==> src/rtl/acc_bcd_display.sv <==
// -----------------------------------------------------------------------------
// acc_bcd_display
//
// Display stage for the 8-bit add/sub accumulator. A Load strobe in IDLE
// captures the signed result S and its overflow flag OF. The magnitude is
// converted to three BCD digits by a sequential shift-add-3 (double-dabble)
// engine, one bit per clock. The result drives four seven-segment digits:
// sign, hundreds, tens and ones. The displayed values hold until the next
// conversion completes.
//
// Parameters
//   SEG_ACTIVE_LOW : 1 inverts every segment bit at the output
//
// Ports
//   Clk            : rising-edge clock
//   Reset          : synchronous, active-high reset
//   Load           : capture strobe, honoured only in IDLE
//   S[7:0]         : accumulator result, signed two's complement
//   OF             : accumulator overflow flag
//   Busy           : high while a conversion is in progress
//   Done           : one-cycle pulse when new digits are valid
//   Sign           : 1 = displayed value is negative
//   Hund/Tens/Ones : BCD digits of |S|
//   OvfOut         : OF captured together with the displayed value
//   Seg3..Seg0     : segments {g,f,e,d,c,b,a}; Seg3 = sign, Seg0 = ones
// -----------------------------------------------------------------------------
module acc_bcd_display #(
    parameter bit SEG_ACTIVE_LOW = 1'b0
) (
    input  logic       Clk,
    input  logic       Reset,
    input  logic       Load,
    input  logic [7:0] S,
    input  logic       OF,
    output logic       Busy,
    output logic       Done,
    output logic       Sign,
    output logic [3:0] Hund,
    output logic [3:0] Tens,
    output logic [3:0] Ones,
    output logic       OvfOut,
    output logic [6:0] Seg3,
    output logic [6:0] Seg2,
    output logic [6:0] Seg1,
    output logic [6:0] Seg0
);

    typedef enum logic {
        ST_IDLE = 1'b0,
        ST_CONV = 1'b1
    } state_t;

    state_t      state_reg;
    logic [7:0]  mag_reg;        // magnitude being shifted out MSB first
    logic [11:0] scratch_reg;    // BCD accumulator {hund, tens, ones}
    logic [2:0]  cnt_reg;        // iteration counter, 0..7
    logic        pend_sign_reg;
    logic        pend_ovf_reg;

    logic        busy_reg;
    logic        done_reg;
    logic        sign_reg;
    logic        ovf_reg;
    logic [3:0]  hund_reg;
    logic [3:0]  tens_reg;
    logic [3:0]  ones_reg;

    logic [7:0]  mag_capture;
    logic [11:0] scratch_adj;
    logic [11:0] scratch_next;

    // Two's complement magnitude; 8'h80 naturally maps to 128.
    assign mag_capture = S[7] ? (~S + 8'd1) : S;

    // Add-3 correction on every BCD nibble that would overflow past 9
    // once doubled by the following shift.
    generate
        for (genvar gi = 0; gi < 3; gi++) begin : g_adj
            assign scratch_adj[gi*4 +: 4] = (scratch_reg[gi*4 +: 4] >= 4'd5)
                                          ? scratch_reg[gi*4 +: 4] + 4'd3
                                          : scratch_reg[gi*4 +: 4];
        end
    endgenerate

    assign scratch_next = {scratch_adj[10:0], mag_reg[7]};

    always_ff @(posedge Clk) begin
        if (Reset) begin
            state_reg     <= ST_IDLE;
            mag_reg       <= 8'd0;
            scratch_reg   <= 12'd0;
            cnt_reg       <= 3'd0;
            pend_sign_reg <= 1'b0;
            pend_ovf_reg  <= 1'b0;
            busy_reg      <= 1'b0;
            done_reg      <= 1'b0;
            sign_reg      <= 1'b0;
            ovf_reg       <= 1'b0;
            hund_reg      <= 4'd0;
            tens_reg      <= 4'd0;
            ones_reg      <= 4'd0;
        end else begin
            done_reg <= 1'b0;
            case (state_reg)
                ST_IDLE: begin
                    if (Load) begin
                        mag_reg       <= mag_capture;
                        // A zero magnitude is always shown as positive.
                        pend_sign_reg <= S[7] & (mag_capture != 8'd0);
                        pend_ovf_reg  <= OF;
                        scratch_reg   <= 12'd0;
                        cnt_reg       <= 3'd0;
                        busy_reg      <= 1'b1;
                        state_reg     <= ST_CONV;
                    end
                end
                ST_CONV: begin
                    scratch_reg <= scratch_next;
                    mag_reg     <= {mag_reg[6:0], 1'b0};
                    cnt_reg     <= cnt_reg + 3'd1;
                    if (cnt_reg == 3'd7) begin
                        // Last shift: publish the post-shift digits directly.
                        hund_reg  <= scratch_next[11:8];
                        tens_reg  <= scratch_next[7:4];
                        ones_reg  <= scratch_next[3:0];
                        sign_reg  <= pend_sign_reg;
                        ovf_reg   <= pend_ovf_reg;
                        done_reg  <= 1'b1;
                        busy_reg  <= 1'b0;
                        state_reg <= ST_IDLE;
                    end
                end
                default: begin
                    state_reg <= ST_IDLE;
                    busy_reg  <= 1'b0;
                end
            endcase
        end
    end

    assign Busy   = busy_reg;
    assign Done   = done_reg;
    assign Sign   = sign_reg;
    assign OvfOut = ovf_reg;
    assign Hund   = hund_reg;
    assign Tens   = tens_reg;
    assign Ones   = ones_reg;

    // Seven-segment decode, active-high {g,f,e,d,c,b,a}.
    function automatic logic [6:0] seg_decode(input logic [3:0] digit);
        logic [6:0] code;
        case (digit)
            4'd0:    code = 7'h3F;
            4'd1:    code = 7'h06;
            4'd2:    code = 7'h5B;
            4'd3:    code = 7'h4F;
            4'd4:    code = 7'h66;
            4'd5:    code = 7'h6D;
            4'd6:    code = 7'h7D;
            4'd7:    code = 7'h07;
            4'd8:    code = 7'h7F;
            4'd9:    code = 7'h6F;
            default: code = 7'h00;
        endcase
        return code;
    endfunction

    logic [6:0] seg_raw [4];
    logic [6:0] seg_out [4];

    // Leading-zero blanking: tens blanks only when hundreds is also zero.
    always_comb begin
        seg_raw[0] = seg_decode(ones_reg);
        seg_raw[1] = ((hund_reg == 4'd0) && (tens_reg == 4'd0)) ? 7'h00
                                                                 : seg_decode(tens_reg);
        seg_raw[2] = (hund_reg == 4'd0) ? 7'h00 : seg_decode(hund_reg);
        seg_raw[3] = sign_reg ? 7'h40 : 7'h00;
    end

    generate
        for (genvar gi = 0; gi < 4; gi++) begin : g_pol
            assign seg_out[gi] = seg_raw[gi] ^ {7{SEG_ACTIVE_LOW}};
        end
    endgenerate

    assign Seg0 = seg_out[0];
    assign Seg1 = seg_out[1];
    assign Seg2 = seg_out[2];
    assign Seg3 = seg_out[3];

endmodule

==> config.mk <==
export PLATFORM = sky130hd
export DESIGN_NAME = acc_bcd_display
export DESIGN_NICKNAME = d
export VERILOG_FILES = /design/src/rtl/acc_bcd_display.sv
export SDC_FILE = /design/constraint.sdc
export NUM_CORES = 1
export LEC_CHECK = 0
export CAP_MARGIN = 10
export CORE_ASPECT_RATIO = 2
export CORE_UTILIZATION = 40
export CTS_CLUSTER_SIZE = 24
export DETAILED_ROUTE_END_ITERATION = 10
export GPL_TIMING_DRIVEN = 0
export REMOVE_ABC_BUFFERS = 1
export SYNTH_ARGS = -nofsm -noshare
export SYNTH_HDL_FRONTEND = slang
export SYNTH_SLANG_ARGS = --single-unit
==> constraint.sdc <==
create_clock -name Clk -period 7.1 [get_ports Clk]
set_clock_uncertainty 0.15 [all_clocks]
set_input_delay 1.775 -clock Clk [delete_from_list [all_inputs] [get_ports Clk]]
set_output_delay 1.775 -clock Clk [all_outputs]
set_load 0.01 [all_outputs]
## Yosys cells after proc, flatten, opt, wreduce, memory -nomap -nowiden

Memories as Yosys holds them, arrays and structs flattened. A register that Yosys moved wholly into a read port is not among the register bits.
Index checks and enable logic that the tools add are counted.

- Memories: 3
- Input bits: 12
- Memory bits (read-only): 336
- Output and inout bits: 44
- Word-level logic and storage cells: 64
- Flip-flop bits (word level): 42

Memories:

| memory | words | width | read ports | clocked after Yosys merged registers in | write ports | line | RTL |
|---|---|---|---|---|---|---|---|
| (no name shown) | 16 | 7 | 1 | 1 | 0 | 152 | `case (digit)` |
| (no name shown) | 16 | 7 | 1 | 1 | 0 | 152 |  |
| (no name shown) | 16 | 7 | 1 | 1 | 0 | 152 |  |

- Magnitude comparators: 3
- Add/sub/neg operators: 5
- Bitwise logic cells: 3
- Muxes and demuxes: 26
- Eq/ne operators: 3
- Reduce and logical (&&, ||, !) cells: 8

Operator list:

| operator | count |
|---|---|
| 4-bit two-way mux | 8 |
| 12-bit one-hot mux with 2 select lines | 1 |
| 7-bit two-way mux | 3 |
| 8-bit two-way mux | 2 |
| 8-bit one-hot mux with 2 select lines | 1 |
| 4-bit by 3-bit greater-or-equal comparator with 1-bit output, second input constant | 3 |
| 12-bit two-way mux | 1 |
| 4-bit by 2-bit adder with 4-bit output, second input constant | 2 |
| 8-bit by 1-bit adder with 8-bit output, second input constant | 1 |
| 4-bit logical NOT | 2 |
| 8-bit inverter | 1 |
| 8-bit nonzero test | 1 |
| 3-bit two-way mux | 2 |
| 3-bit one-hot mux with 2 select lines | 1 |
| 2-bit AND reduction | 3 |
| 1-bit two-way mux | 5 |
| 1-bit one-hot mux with 2 select lines | 2 |
| 3-bit by 1-bit adder with 3-bit output, second input constant | 1 |
| 3-bit by 2-bit adder with 3-bit output, second input constant | 1 |
| 3-bit == test, second input constant | 1 |
| 2-bit by 1-bit inequality test with 1-bit output, second input constant | 1 |
| 2-bit inequality test, second input constant | 1 |
| 2-bit OR reduction | 1 |
| 1-bit AND | 1 |
| 2 further kinds | 2 |

## Logic depth before layout (Yosys ltp)

- Depth in word-level cells: 5
- Mapped depth: 11
- Mapped depth without buffers: 10

## Worst setup path after synthesis

Ideal clock, no wire load.

- Path kind: input to register
- Start point: in Reset
- End point: reg, netlist name Seg0[0]
- Stages on the path: 9
- Arrival time: 3299 ps
- Setup time: 62 ps
- Path buffers: 3
- Setup slack: 3588 ps
- Path through: buf_6 -> a21oi_1 -> buf_2 -> buf_2 -> a22o_1 -> inv_1 -> ha_1 -> or3_1 -> nand3b_1

- Cells in the longest elaborated chain, start to end: 1

RTL lines:

| item | line | RTL |
|---|---|---|
| start: declaration | 31 | `input logic Reset,` |
| 4-bit two-way mux (no source line) | n/a |  |

No other way between the ends.
A chain may end at the register's enable or synchronous reset.

## Final worst setup path

- Start point: in Reset
- End point: reg, netlist name Seg0[3]

- Cells in the longest elaborated chain, start to end: 1

RTL lines:

| item |
|---|
| 4-bit two-way mux (no source line) |

No other way between the ends.

==> impl_metrics.tcl <==
set metrics [dict create \
    viasPerCell 5.44 \
    yosysSeqAreaShare_pct 35.3 \
    fin_crit_ns 4.67 \
    placed_area_mm2 0.00405 \
    synth-seq-cells 63 \
    antenna_found_initial 0 \
    path_class "input pin to register" \
    cp.arrival_ns 4.73 \
    cts_num_sinks 63 \
    cts-root-buf "clkbuf_16" \
    dr.first_iter.drc_count 90 \
    yosysWarnings 0 \
    async_flop_share_pct 0 \
    synth.distinct_cells 68 \
    slew_violations 0 \
    setup_violations 0 \
    tightest_slew_ns 1.10 \
    final_util_pct 50.9 \
    postRouteAntennaNets 0 \
    die_w_um 68.8 \
    syn_area_mm2 0.00357 \
    io_pins 56 \
    tns_ns 0 \
    hold_viol 0 \
    cts_tree "built" \
    timing.final.crit_share_pct 65.7 \
    insertion_delay_ns 0.33 \
    ctsLongestPathBuffers 2 \
    pwr_density_cell_mw_per_mm2 208 \
    synthCells 409 \
    max_freq_mhz 214 \
    status "complete, no violations" \
    rsz0062_at_grt "false" \
    synth_edf_count 0 \
    grt_usage_pct 18.2 \
    cts_resized 0 \
    grt_overflow_total 0 \
    area_growth_syn_to_layout_pct 23.2 \
    grt_pass1_wl_um 12600 \
    wirelength_um 7550 \
    hold_class "register to register" \
    relSlewSlack_pct 26.7 \
    io_buffers 49 \
    hpwl_um 5600 \
    critical_path_peak_fanout 28 \
    cap_violations 0 \
    nNetsFinal 487 \
    layout.cells.non_filler 553 \
    drc 0 \
    dp_cells 536 \
    vias 3010 \
    p_leak_uw 0.00184 \
    holdBufCountCts 0 \
    drtPass1Iterations 4 \
    fin_hold_ws_ns 0.313 \
    crit_required_ns 7.16 \
    peakVddDrop_mv 0.147 \
    htreeDepth 3 \
    placementRows 48 \
    end_kind "register" \
    postLayoutCellArea_mm2 0.00440 \
    start_util_pct 41.3 \
    core_area_mm2 0.00865 \
    grt_max_degree 48 \
    ys.flop_type "dfxtp_1" \
    n_antenna_cell 0 \
    dieHeight_um 136 \
    setup.worst_path.start_class "input pin" \
    clk_pin_slew_ns 0.05 \
    syn_area_per_cell_um2 8.73 \
    wl_per_cell_um 13.6 \
    layout-drive-gt1-share_pct 9.71 \
    cts_buffers 9 \
    grt_pass1_vias 2846 \
    gp_congestion 0.798 \
    post_cts_buffers 0 \
    dieArea_mm2 0.00934 \
]
logic make-up after synthesis:
kind of cell	count (synthesis)	synth area share, %
and+or+nand+nor	142	22.3
AOI/OAI and AO/OA	110	21.7
DFF	63	35.3
buffers and inverters	53	7.67
adders and majority gates	27	9.46
muxes	8	2.24
xor gates and xnor gates	5	1.23
other	1	0.105
stage by stage:
| step | power [µW] | worst slack (ns) |
|---|---|---|
| finish | 914 | 2.43 |
| global route | 949 | 2.27 |
| CTS | 926 | 2.39 |
| detailed placement | 419 | 2.06 |
| global placement | 417 | 1.29 |
| floorplan | 397 | 3.33 |
layout make-up:
class | instances | area, µm²
timing repair buffer | 51 | 507
clock inverter | 6 | 108
tap | 100 | 125
sequential | 63 | 1260
fill | 859 | 4250
clock buffer | 10 | 239
multi-input combinational | 298 | 2060
inverter | 25 | 98.8
path summary, 6_finish.rpt:
check / start / depth (start not counted) / slack, ns / endpoint
max: Reset / 8 / 2.43 / Seg0[3]
min reg2reg: mag_reg[4] / 2 / 0.31 / mag_reg[5]
max reg2reg: state_reg / 6 / 4.29 / register
min: mag_reg[4] / 2 / 0.31 / mag_reg[5]
per-layer routing:
| metal | part of all wire [%] | track usage, % | routed length, µm | vias up |
|---|---|---|---|---|
| li1 | - | - | - | 1514 |
| met1 | 38 | 16.6 | 2850 | 1411 |
| met2 | 56 | 33.9 | 4250 | 68 |
| met3 | 3.4 | 4.63 | 255 | 17 |
| met4 | 2.6 | 10.3 | 196 | 0 |
| met5 | 0 | 0 | 0 | - |
worst max-delay path, stage by stage:
cell             delay (ns)
clkdlybuf4s50_1        0.98
a21oi_2                0.75
buf_6                  0.23
nand2_1                0.06
o31a_1                 0.18
ha_1                   0.33
nor3_1                 0.05
or3b_1                 0.35
power by group:
group / internal (µW) / total (µW) / switching, µW
sequential: 359 / 367 / 7.91
combinational: 20.4 / 44.1 / 23.6
clock: 351 / 502 / 152
total: 730 / 914 / 183
cells in the final DEF, fill, tap and decap left out, types with 3 or more instances in the layout:
cell type and instances:
clkdlybuf4s50_1 49, or3b_1 5, o21a_1 3, bufinv_16 3, nor2_1 28, nand2b_1 4
clkbuf_16 9, nand2_1 32, o31ai_1 3, nor3b_1 11, inv_2 3, o21ai_0 20
a211o_1 4, o221ai_1 4, o211ai_1 3, or3_1 5, a21oi_1 26, dfxtp_1 62
o31a_1 4, o21ai_2 3, nor2b_1 12, o311ai_1 3, xor2_1 3, a22o_1 3
conb_1 6, nand3_1 5, and2_1 8, nor3_1 10, ha_1 27, o21ai_1 3
nor4_1 3, a21o_1 7, a211oi_1 6, mux2i_1 8, inv_1 20, nand3b_1 3
synthesized netlist by cell type (7+ instances only):
cell type	n	area, µm²
ha_1	27	338
and2_1	8	50.1
dfxtp_1	63	1260
inv_1	20	75.1
nand2_1	32	120
a21oi_1	27	135
o21ai_0	20	100
mux2i_1	8	80.1
nor3b_1	11	82.6
nor2b_1	12	75.1
clkbuf_1	9	33.8
buf_4	9	67.6
nor2_1	28	105
a21o_1	7	52.6
nor3_1	10	50.1
(Power assumes the default switching activity.)
